$ cat src/rtl/uart_tx_prog.sv
// uart_tx_prog: 8N1 UART transmitter with a run-time programmable bit period.
//
// Each request is serialized as start bit, DATA_BITS data bits LSB first and a
// stop bit. CLKS_PER_BIT (clk_i frequency / baud rate) is sampled when a frame
// starts, so changing it mid-frame only affects the next frame. Values 0 and 1
// are clamped to 2. A one-deep holding register lets the front-end stage the
// next byte while the current one shifts out; a staged byte starts directly
// from the CLEANUP cycle, giving back-to-back frames.
//
// Optional feature (macro UART_TX_PARITY_EN): adds i_Parity_En / i_Parity_Odd,
// both sampled at frame start. With i_Parity_En=1 a parity bit (even, or odd
// when i_Parity_Odd=1) is inserted between the data bits and the stop bit.
//
// Ports:
//   clk_i         system clock
//   rst_ni        asynchronous active-low reset
//   i_Tx_DV       transmit request, i_Tx_Byte valid this cycle
//   i_Tx_Byte     byte to transmit
//   CLKS_PER_BIT  clocks per bit, sampled at frame start
//   i_Parity_En   (UART_TX_PARITY_EN only) insert a parity bit
//   i_Parity_Odd  (UART_TX_PARITY_EN only) odd instead of even parity
//   o_Tx_Serial   serial line, idles high
//   o_Tx_Active   high while a frame is in progress
//   o_Tx_Done     one-cycle pulse in the cycle after the stop bit
//   o_Tx_Ready    high when a new request will be accepted

module uart_tx_prog #(
    parameter int DATA_BITS = 8
) (
    input  logic                 clk_i,
    input  logic                 rst_ni,
    input  logic                 i_Tx_DV,
    input  logic [DATA_BITS-1:0] i_Tx_Byte,
    input  logic [15:0]          CLKS_PER_BIT,
`ifdef UART_TX_PARITY_EN
    input  logic                 i_Parity_En,
    input  logic                 i_Parity_Odd,
`endif
    output logic                 o_Tx_Serial,
    output logic                 o_Tx_Active,
    output logic                 o_Tx_Done,
    output logic                 o_Tx_Ready
);

    localparam int IDX_W = (DATA_BITS > 1) ? $clog2(DATA_BITS) : 1;
    localparam logic [IDX_W-1:0] LAST_IDX = IDX_W'(DATA_BITS - 1);

    typedef enum logic [2:0] {
        IDLE,
        START,
        DATA,
`ifdef UART_TX_PARITY_EN
        PARITY,
`endif
        STOP,
        CLEANUP
    } state_t;

    state_t               state;
    logic [DATA_BITS-1:0] shift_reg;
    logic [DATA_BITS-1:0] hold_reg;
    logic                 hold_full;
    logic [15:0]          bit_period;
    logic [15:0]          clk_cnt;
    logic [IDX_W-1:0]     bit_idx;
`ifdef UART_TX_PARITY_EN
    logic                 parity_en;
    logic                 parity_bit;
`endif

    logic [15:0]          cpb_eff;
    logic [DATA_BITS-1:0] frame_byte;
    logic                 bit_last;
    logic                 start_from_hold;
    logic                 start_from_dv;
    logic                 load_frame;
    logic                 hold_load;

    // Illegal periods 0 and 1 are clamped so the counter compare never underflows.
    assign cpb_eff  = (CLKS_PER_BIT < 16'd2) ? 16'd2 : CLKS_PER_BIT;
    assign bit_last = (clk_cnt == bit_period - 16'd1);

    // A staged byte always takes priority over a fresh request when a frame starts.
    assign start_from_hold = hold_full && ((state == IDLE) || (state == CLEANUP));
    assign start_from_dv   = (state == IDLE) && !hold_full && i_Tx_DV;
    assign load_frame      = start_from_hold || start_from_dv;
    assign frame_byte      = hold_full ? hold_reg : i_Tx_Byte;

    // Requests arriving while a frame is in flight go to the holding register;
    // requests while it is full are silently dropped.
    assign hold_load  = i_Tx_DV && !hold_full && (state != IDLE);
    assign o_Tx_Ready = ~hold_full;

    always_ff @(posedge clk_i or negedge rst_ni) begin
        if (!rst_ni) begin
            state       <= IDLE;
            shift_reg   <= '0;
            hold_reg    <= '0;
            hold_full   <= 1'b0;
            bit_period  <= 16'd2;
            clk_cnt     <= 16'd0;
            bit_idx     <= '0;
`ifdef UART_TX_PARITY_EN
            parity_en   <= 1'b0;
            parity_bit  <= 1'b0;
`endif
            o_Tx_Serial <= 1'b1;
            o_Tx_Active <= 1'b0;
            o_Tx_Done   <= 1'b0;
        end else begin
            o_Tx_Done <= 1'b0;

            if (hold_load) begin
                hold_reg  <= i_Tx_Byte;
                hold_full <= 1'b1;
            end else if (start_from_hold) begin
                hold_full <= 1'b0;
            end

            case (state)
                IDLE, CLEANUP: begin
                    o_Tx_Serial <= 1'b1;
                    if (load_frame) begin
                        shift_reg   <= frame_byte;
                        bit_period  <= cpb_eff;
                        clk_cnt     <= 16'd0;
                        bit_idx     <= '0;
`ifdef UART_TX_PARITY_EN
                        parity_en   <= i_Parity_En;
                        parity_bit  <= (^frame_byte) ^ i_Parity_Odd;
`endif
                        o_Tx_Serial <= 1'b0;
                        o_Tx_Active <= 1'b1;
                        state       <= START;
                    end else begin
                        state <= IDLE;
                    end
                end

                START: begin
                    if (bit_last) begin
                        clk_cnt     <= 16'd0;
                        bit_idx     <= '0;
                        o_Tx_Serial <= shift_reg[0];
                        shift_reg   <= shift_reg >> 1;
                        state       <= DATA;
                    end else begin
                        clk_cnt <= clk_cnt + 16'd1;
                    end
                end

                // The shift register is consumed LSB first; bit_idx only counts bits.
                DATA: begin
                    if (bit_last) begin
                        clk_cnt <= 16'd0;
                        if (bit_idx == LAST_IDX) begin
`ifdef UART_TX_PARITY_EN
                            if (parity_en) begin
                                o_Tx_Serial <= parity_bit;
                                state       <= PARITY;
                            end else begin
                                o_Tx_Serial <= 1'b1;
                                state       <= STOP;
                            end
`else
                            o_Tx_Serial <= 1'b1;
                            state       <= STOP;
`endif
                        end else begin
                            bit_idx     <= bit_idx + 1'b1;
                            o_Tx_Serial <= shift_reg[0];
                            shift_reg   <= shift_reg >> 1;
                        end
                    end else begin
                        clk_cnt <= clk_cnt + 16'd1;
                    end
                end

`ifdef UART_TX_PARITY_EN
                PARITY: begin
                    if (bit_last) begin
                        clk_cnt     <= 16'd0;
                        o_Tx_Serial <= 1'b1;
                        state       <= STOP;
                    end else begin
                        clk_cnt <= clk_cnt + 16'd1;
                    end
                end
`endif

                // Done and the drop of Active are registered here so they appear
                // together during the single CLEANUP cycle.
                STOP: begin
                    if (bit_last) begin
                        clk_cnt     <= 16'd0;
                        o_Tx_Done   <= 1'b1;
                        o_Tx_Active <= 1'b0;
                        state       <= CLEANUP;
                    end else begin
                        clk_cnt <= clk_cnt + 16'd1;
                    end
                end

                default: begin
                    o_Tx_Serial <= 1'b1;
                    o_Tx_Active <= 1'b0;
                    state       <= IDLE;
                end
            endcase
        end
    end

endmodule

$ cat config.mk
export PLATFORM = sky130hd
export DESIGN_NAME = uart_tx_prog
export DESIGN_NICKNAME = d
export VERILOG_FILES = /design/src/rtl/uart_tx_prog.sv
export SDC_FILE = /design/constraint.sdc
export NUM_CORES = 1
export LEC_CHECK = 0
export CAP_MARGIN = 10
export CORE_ASPECT_RATIO = 0.8
export CORE_MARGIN = 2
export CORE_UTILIZATION = 50
export CTS_BUF_LIST = sky130_fd_sc_hd__clkbuf_2 sky130_fd_sc_hd__clkbuf_4 sky130_fd_sc_hd__clkbuf_8
export DETAILED_ROUTE_END_ITERATION = 6
export PLACE_DENSITY = 0.78
export SLEW_MARGIN = 20
export SYNTH_ARGS = -nofsm -noshare
export SYNTH_HDL_FRONTEND = slang
export SYNTH_SLANG_ARGS = --single-unit
export TNS_END_PERCENT = 50
$ cat constraint.sdc
create_clock -name clk_i -period 3.6 [get_ports clk_i]
set_input_delay 1.08 -clock clk_i [delete_from_list [all_inputs] [get_ports clk_i]]
set_output_delay 1.08 -clock clk_i [all_outputs]
set_load 0.005 [all_outputs]
==> results of run 1 <==
[critical path: stages (launching register included)]
cell       delay [ps]
dfrtp_1           450
inv_1             100
ha_1              220
or4b_4            520
nor4_1            270
xnor2_1           190
nand4_1           160
a2111oi_4         310
buf_4             320
a21o_1            420
nor2_1            100
[area by class of cell]
class,instances,area [sq um],share of cell area [%]
repair buffers,38,355,8.63
well taps,87,109,2.64
multi-input cells,294,1920,46.6
clock buffers,9,124,3.01
inverters,9,33.8,0.820
clock inverters,7,125,3.04
flip-flops and latches,58,1450,35.3
[metal layers]
metal  vias to the layer above  share of wire (%)
met5                         -                  0
met2                       110                 40
li1                       1419                  -
met3                        11                7.9
met1                      1427                 51
met4                         0                1.1
[Yosys cell counts, types with 3 or more instances]
library cell	count
o21ai_0	10
mux2i_1	9
o211ai_1	11
nor3_1	13
nand2_1	62
a21o_1	3
and3_1	4
xnor2_1	16
nand2b_1	3
nand3b_1	4
inv_1	9
nor4_1	5
nand3_1	9
a21oi_1	13
nand4_1	13
mux2_2	9
dfrtp_1	56
clkbuf_1	16
nor2_1	33
nor2b_1	7
xor2_1	15
or3_1	3
a22o_1	5
ha_1	4
o31ai_1	3
buf_2	3
[path summary, 6_finish.rpt]
path | slack [ps] | startpoint | endpoint | cells past startpoint
worst max-delay path | 420 | bit_period[0]$_DFFE_PN0P_ | clk_cnt[6]$_DFFE_PN0P_ | 10
worst min-delay path | 500 | bit_period[15]$_DFFE_PN0P_ | bit_period[15]$_DFFE_PN0P_ | 2
worst max register to register | 420 | bit_period[0]$_DFFE_PN0P_ | clk_cnt[6]$_DFFE_PN0P_ | 10
worst min register to register | 500 | bit_period[15]$_DFFE_PN0P_ | bit_period[15]$_DFFE_PN0P_ | 2
max in group asynchronous | 2080 | rst_ni | bit_period[1]$_DFFE_PN1P_ | 2
min in group asynchronous | 630 | rst_ni | bit_period[10]$_DFFE_PN0P_ | 1
[kinds of logic (layout without fill, tap and decap cells)]
family / after synthesis / after routing / synth area share, %
AO/OA/AOI/OAI: 67 / 67 / 14.1
multiplexers: 19 / 19 / 5.79
XOR/XNOR: 31 / 31 / 7.76
buffers and inverters: 30 / 63 / 3.65
AND/OR/NAND/NOR: 173 / 173 / 25.7
adder cells (fa/ha/maj): 4 / 4 / 1.43
flip-flops: 58 / 58 / 41.6
[power by group]
group | internal (mW) | switching, mW
combinational | 0.0703 | 0.0498
clock | 0.465 | 0.297
sequential | 0.687 | 0.0218
[through the flow]
| stage | utilization, % | hold slack (ps) | instances | area (sq um) | setup slack, ps |
|---|---|---|---|---|---|
| 2_1_floorplan | - | 456 | 382 | 3500 | 816 |
| 3_3_place_gp | 56.7 | 481 | 486 | 3870 | 551 |
| 5_1_grt | 60.3 | 524 | 502 | 4120 | 113 |
| 3_5_place_dp | 56.7 | 483 | 486 | 3870 | 458 |
| 4_1_cts | 60.3 | 501 | 502 | 4120 | 453 |
| 6_report | 60.3 | 498 | 502 | 4120 | 415 |
==> impl_metrics.env, run 1 <==
export IMPL_status="complete, no violations"
export IMPL_netlist_area_sq_um=3500
export IMPL_vias_per_cell=5.91
export IMPL_ios=31
export IMPL_layout_commonest_cell="nand2_1"
export IMPL_port_buffers=30
export IMPL_setup_violations=0
export IMPL_hold_class="register to register"
export IMPL_finalWorstPathRequiredPeriod_ps=3180
export IMPL_syn2layout_area_growth_pct=17.7
export IMPL_cts_buffer_depth=2
export IMPL_syn_inst=382
export IMPL_routed_wl_microns=8570
export IMPL_ys_seq_elements=58
export IMPL_critPathLaunchType="register"
export IMPL_cp_max_fo=25
export IMPL_maxCapViolCount=0
export IMPL_grtUsageMet1_pct=37.3
export IMPL_hold_buffers=0
export IMPL_clkTransAtPathRegs_ps=70
export IMPL_grt_pass1_vias=2712
export IMPL_n_antenna_cell=0
export IMPL_total_power_mw=1.59
export IMPL_post_dp_hpwl_microns=6300
export IMPL_htreeDepth=3
export IMPL_cts_resized_gates=0
export IMPL_p_leak_nw=1.81
export IMPL_async_flop_share_pct=100
export IMPL_cts_inserted_buffers=9
export IMPL_grt_busiest_layer="met1"
export IMPL_grt_max_degree=45
export IMPL_die_height_microns=78.8
export IMPL_tritoncts="done"
export IMPL_layout_common_cells="nand2_1, dfrtp_1, nor2_1"
export IMPL_gp_congestion=0.936
export IMPL_vias=2967
export IMPL_cp_data_arrival_time_ps=3400
export IMPL_setup_tns_ps=0
export IMPL_finalHoldViolCount=0
export IMPL_dr_pass1_iters=4
export IMPL_ys_top_cells_by_area="dfrtp_1, nand2_1, xnor2_1"
export IMPL_top_regs="bit_period x16, clk_cnt x16"
export IMPL_cts_setup_buffers=0
export IMPL_synth_nets=413
export IMPL_drtIter0Drc=175
export IMPL_skew_ps=11.3
export IMPL_ys_seq_area_share_pct=41.6
export IMPL_worstMarginPinSlew_ps=610
export IMPL_grt_pass1_wl_microns=14100
export IMPL_path_class="register to register"
export IMPL_fmax_mhz=314
export IMPL_peakVddDrop_mv=0.346
export IMPL_drive_gt1_share_pct=11.3
export IMPL_insertion_delay_ps=350
export IMPL_fillCellCount=588
export IMPL_numClockSinks=58
export IMPL_antenna_found_initial=0
export IMPL_ys_warn_count=0
export IMPL_netlist_cell_type_count=61
export IMPL_synth_top_area_share_pct=40.1
export IMPL_drv_slew=0
export IMPL_rsz0062_at_grt="false"
export IMPL_initial_utilization_pct=51.3
export IMPL_worstPathRequired_ps=3820
export IMPL_drc=0
export IMPL_synth_top_cell_by_area="dfrtp_1"
export IMPL_postRouteAntennaNets=0
export IMPL_dieArea_sq_um=7690
export IMPL_met3_usage_pct=7.57
export IMPL_synth_edf_count=0
export IMPL_synth_avg_cell_area_sq_um=9.16
export IMPL_fin_crit_sh_pct=88.5
export IMPL_die_w_microns=97.5
export IMPL_row_count=27
export IMPL_nets=441
export IMPL_core_sq_um=6820
export IMPL_synth_ff_type="dfrtp_1"
export IMPL_slew_headroom_pct=59.2
export IMPL_endpoint_kind="register"
export IMPL_grt_util_met2_pct=31.1
export IMPL_gr_usage_all_layers_pct=23.7
export IMPL_grt_overflow_total=0
export IMPL_wire_per_inst_microns=17.1
export IMPL_p_per_area_nw_per_um2=386
export IMPL_clockRootBuffer="clkbuf_8"
No activity file was read; power rests on OpenSTA's default activity.
==> run 2: changes to the inputs <==
CORE_UTILIZATION = 60   (was 50)
PLACE_DENSITY = 0.9   (was 0.78)
==> run 2 against run 1 <==
  * First-iteration DRC count is 8.6% higher
  * Design area is 1.6% lower
  * Worst setup slack worse by 130 ps
  * Clock power fell by 19%
==> impl_metrics.env, run 2 (synthesized netlist as in run 1, its figures left out) <==
export IMPL_cts_buffer_depth=2
export IMPL_wire_per_inst_microns=16.7
export IMPL_postRouteAntennaNets=0
export IMPL_finalWorstPathRequiredPeriod_ps=3310
export IMPL_cts_inserted_buffers=9
export IMPL_rr_startpoint="bit_period[0]$_DFFE_PN0P_"
export IMPL_placed_cell_area_sq_um=3850
export IMPL_layout_commonest_cell="nand2_1"
export IMPL_skew_ps=8.98
export IMPL_status="complete, no violations"
export IMPL_htreeDepth=3
export IMPL_maxCapViolCount=0
export IMPL_drive_gt1_share_pct=10.7
export IMPL_initial_utilization_pct=63.3
export IMPL_r2r_end="o_Tx_Serial$_DFFE_PN1P_"
export IMPL_endpoint_kind="register"
export IMPL_layout_common_cells="nand2_1, dfrtp_1, nor2_1"
export IMPL_dieArea_sq_um=6460
export IMPL_syn2layout_area_growth_pct=15.8
export IMPL_port_buffers=30
export IMPL_min_from="shift_reg[7]$_DFFE_PN0P_"
export IMPL_hold_class="register to register"
export IMPL_grt_max_degree=34
export IMPL_peakVddDrop_mv=0.342
export IMPL_drv_slew=0
export IMPL_die_height_microns=72.3
export IMPL_cts_setup_buffers=0
export IMPL_vias_per_cell=6.14
export IMPL_row_count=24
export IMPL_cp_data_arrival_time_ps=3560
export IMPL_routed_wl_microns=8200
export IMPL_post_dp_hpwl_microns=6060
export IMPL_drc=0
export IMPL_nets=438
export IMPL_insertion_delay_ps=350
export IMPL_clkTransAtPathRegs_ps=70
export IMPL_grt_pass1_vias=2878
export IMPL_worstPathRequired_ps=3850
export IMPL_numClockSinks=58
export IMPL_cp_startpoint="bit_period[0]$_DFFE_PN0P_"
export IMPL_fin_crit_sh_pct=92.0
export IMPL_path_class="register to register"
export IMPL_fin_util_pct=73.3
export IMPL_clockRootBuffer="clkbuf_8"
export IMPL_drtIter0Drc=190
export IMPL_grt_overflow_total=0
export IMPL_n_antenna_cell=0
export IMPL_gr_usage_all_layers_pct=28.3
export IMPL_finalHoldViolCount=0
export IMPL_grt_pass1_wl_microns=13800
export IMPL_cts_resized_gates=0
export IMPL_holdPathStages=1
export IMPL_slew_headroom_pct=53.3
export IMPL_core_sq_um=5530
export IMPL_ff2ff_setup_slack_ps=290
export IMPL_ios=31
export IMPL_cp_max_fo=11
export IMPL_dr_pass1_iters=5
export IMPL_rsz0062_at_grt="false"
export IMPL_hold_buffers=0
export IMPL_fmax_mhz=302
export IMPL_postLayoutCellArea_sq_um=4050
export IMPL_tritoncts="done"
export IMPL_gp_congestion=0.944
export IMPL_p_per_area_nw_per_um2=356
export IMPL_die_w_microns=89.4
export IMPL_top_regs="bit_period x16, clk_cnt x16"
export IMPL_setup_violations=0
export IMPL_r2r_cells=9
export IMPL_setup_tns_ps=0
export IMPL_worstMarginPinSlew_ps=700
export IMPL_p_leak_nw=1.77
export IMPL_vias=3010
export IMPL_antenna_found_initial=0
export IMPL_critPathLaunchType="register"
export IMPL_endpoint="o_Tx_Serial$_DFFE_PN1P_"
==> run 2: changes by cell type in the layout (fill, tap and decap cells not counted), sizes merged <==
cell | previous run | this run
clkbuf | 9 | 10
bufinv | 3 | 1
clkinvlp | 0 | 3
clkinv | 3 | 2
buf | 9 | 6
inv | 10 | 9
==> run 2: per-layer routing <==
layer | global-route usage (%) | vias up | part of all wire (%)
li1 | - | 1416 | -
met1 | 42.1 | 1450 | 45
met2 | 40.1 | 130 | 45
met3 | 9.33 | 14 | 7.7
met4 | 6.97 | 0 | 1.5
met5 | 0 | - | 0
==> run 2: how the worst min path moves through the flow <==
| stage | endpoint | slack, ps |
|---|---|---|
| finish | shift_reg[7]$_DFFE_PN0P_ | 500 |
| global route | o_Tx_Serial$_DFFE_PN1P_ | 530 |
| CTS | shift_reg[7]$_DFFE_PN0P_ | 500 |
| detailed placement | shift_reg[7]$_DFFE_PN0P_ | 480 |
| global placement | shift_reg[7]$_DFFE_PN0P_ | 480 |
| floorplan | shift_reg[7]$_DFFE_PN0P_ | 460 |
==> run 2: critical path, cell delays in order (launching register included) <==
cell and delay (ps):
dfrtp_1 450, inv_1 120, ha_1 220, or4b_4 510, nor4_1 250, xnor2_1 200, nand4_1 160, a2111oi_4 670
mux2_1 380, a311oi_1 230
==> run 2: per-stage QoR <==
stage	setup slack [ps]	power (mW)	hold slack, ps	instances
floorplan	816	0.774	456	382
global placement	488	0.830	476	474
detailed placement	325	0.839	480	474
CTS	296	1.45	500	490
global route	61.6	1.49	528	490
finish	289	1.44	499	490
==> run 2: layout make-up <==
class / instances / area (sq um)
Multi-Input combinational cell: 294 / 1920
Tap cell: 78 / 97.6
Sequential cell: 58 / 1450
Clock buffer: 10 / 138
Inverter: 9 / 33.8
Fill cell: 404 / 1470
Clock inverter: 6 / 66.3
Timing Repair Buffer: 35 / 345
==> run 2: power breakdown <==
part	leakage (nW)	internal (mW)	switching, mW	total, mW
logic	0.980	0.0717	0.0440	0.116
clock network	0.0945	0.337	0.278	0.615
registers	0.698	0.687	0.0229	0.710
total	1.77	1.10	0.345	1.44
==> run 3: changes to the inputs <==
CORE_UTILIZATION = 54   (was 60)
PLACE_DENSITY = 0.85   (was 0.9)
TNS_END_PERCENT = not set   (was 50)
clock period = 2.8 ns   (was 3.6 ns; I/O delays follow)
==> run 3 against run 2 <==
  * The flow now finishes with violations (negative setup slack)
  * Fmax increased by 16%
  * Worst hold slack worse by 7.2 ps
  * Design area up 13%
  * Routed wire length rose by 18%
  * Flip-flop and latch count unchanged
  * Via count up 8.1%
  * Critical endpoint unchanged
==> impl_metrics.env, run 3 (synthesized netlist as in run 1, its figures left out) <==
export IMPL_critPathLaunchType="register"
export IMPL_violations="negative setup slack"
export IMPL_routed_wl_microns=9670
export IMPL_clkTransAtPathRegs_ps=70
export IMPL_post_dp_hpwl_microns=6840
export IMPL_drv_slew=0
export IMPL_die_w_microns=94.0
export IMPL_gp_congestion=0.964
export IMPL_vias_per_cell=6.08
export IMPL_ios=31
export IMPL_hold_buffers=0
export IMPL_dr_pass1_iters=5
export IMPL_layout_common_cells="nand2_1, dfrtp_1, buf_4"
export IMPL_finalWorstPathRequiredPeriod_ps=2850
export IMPL_ff2ff_setup_slack_ps=-50
export IMPL_seqCellArea_sq_um=1450
export IMPL_row_count=26
export IMPL_layout_commonest_cell="nand2_1"
export IMPL_core_sq_um=6310
export IMPL_dieArea_sq_um=7140
export IMPL_worstMarginPinSlew_ps=574
export IMPL_wire_per_inst_microns=18.1
export IMPL_n_antenna_cell=0
export IMPL_cts_buffer_depth=2
export IMPL_clockRootBuffer="clkbuf_8"
export IMPL_multi_input_area_sq_um=2040
export IMPL_grt_pass1_vias=3039
export IMPL_drtIter0Drc=267
export IMPL_cp_max_fo=3
export IMPL_grt_max_degree=34
export IMPL_setup_tns_ps=-106
export IMPL_setup_violations=4
export IMPL_tritoncts="done"
export IMPL_fillCellCount=451
export IMPL_htreeDepth=3
export IMPL_vias=3253
export IMPL_initial_utilization_pct=55.4
export IMPL_peakVddDrop_mv=0.405
export IMPL_gr_usage_all_layers_pct=28.2
export IMPL_insertion_delay_ps=350
export IMPL_fmax_mhz=351
export IMPL_p_per_area_nw_per_um2=414
export IMPL_endpoint_kind="register"
export IMPL_drc=0
export IMPL_fin_crit_sh_pct=102
export IMPL_skew_ps=7.59
export IMPL_instances_no_fill=535
export IMPL_nets=477
export IMPL_syn2layout_area_growth_pct=30.3
export IMPL_antenna_found_initial=0
export IMPL_worstPathRequired_ps=3060
export IMPL_hold_class="input port to asynchronous set/reset pin"
export IMPL_die_height_microns=76.0
export IMPL_cts_inserted_buffers=9
export IMPL_top_regs="bit_period x16, clk_cnt x16"
export IMPL_fin_util_pct=72.2
export IMPL_status="complete, but fails checks"
export IMPL_dp_cells=510
export IMPL_grt_pass1_wl_microns=15600
export IMPL_setup_ws_ps=-49.2
export IMPL_postRouteAntennaNets=0
export IMPL_slew_headroom_pct=60.7
export IMPL_numClockSinks=58
export IMPL_port_buffers=30
export IMPL_path_class="register to register"
export IMPL_p_leak_nw=1.99
export IMPL_finalHoldViolCount=0
export IMPL_cp_data_arrival_time_ps=3110
export IMPL_drive_gt1_share_pct=23.9
export IMPL_grt_overflow_total=0
export IMPL_rsz0062_at_grt="true"
export IMPL_timing_hold_ws_ps=492
export IMPL_maxCapViolCount=0
-- run 3: cell types whose count changed in the layout (fill, tap and decap cells not counted), sizes merged --
cell	change
clkinvlp	-2
clkbuf	+2
buf	+37
inv	+2
-- run 3: critical path, cell delays in order, from the launching register on --
cell and delay [ps]:
dfrtp_1 400, inv_2 90, ha_4 140, or4b_4 510, buf_6 160, a2111oi_4 170, nand3b_1 170, o211ai_1 150
a2111oi_4 230, buf_4 200, mux2_1 350, a311oi_2 210
-- run 3: cell type report --
class	instances	share of cell area (%)
inverters	9	0.741
repair buffers	74	15.7
flip-flops and latches	58	31.9
clock inverters	6	1.59
multi-input cells	294	44.8
clock buffers	10	3.02
well taps	84	2.31
-- run 3: routing by layer --
metal / routed length, microns / track usage (%)
met1: 4500 / 43.4
met2: 4320 / 39.8
met3: 718 / 6.23
met4: 136 / 8.26
met5: 0 / 0
-- run 3: through the flow --
stage	total power, mW	setup slack, ps	instance area, sq um
after floorplan	0.996	16.1	3500
after global placement	1.07	-13.2	4090
after detailed placement	1.08	-129	4090
after CTS	1.90	3.04	4390
after global routing	1.95	-116	4560
final	1.89	-49.2	4560
-- run 3: path summary, 6_finish.rpt --
path / end / cells past startpoint / start
worst max-delay path: o_Tx_Serial$_DFFE_PN1P_ / 11 / bit_period[0]$_DFFE_PN0P_
worst min-delay path: bit_period[10]$_DFFE_PN0P_ / 1 / rst_ni
worst max register to register: o_Tx_Serial$_DFFE_PN1P_ / 11 / bit_period[0]$_DFFE_PN0P_
worst min register to register: bit_period[15]$_DFFE_PN0P_ / 2 / bit_period[15]$_DFFE_PN0P_
max in group asynchronous: bit_period[1]$_DFFE_PN1P_ / 2 / rst_ni
min in group clk_i: bit_period[15]$_DFFE_PN0P_ / 2 / bit_period[15]$_DFFE_PN0P_
-- run 3: power breakdown --
group	switching (mW)	leakage, nW	internal, mW	total [mW]
combinational	0.0584	1.18	0.0927	0.151
clock	0.380	0.103	0.444	0.824
sequential	0.0275	0.698	0.883	0.911
-- run 3: timing repair --
item / CTS / global route
hold endpoints to repair: 0 / 0
cloned: 0 / 2
buffers inserted: 4 / 4
pin swaps: 2 / 9
endpoints found under the setup margin: 5 / 29
resized for setup: 11 / 24
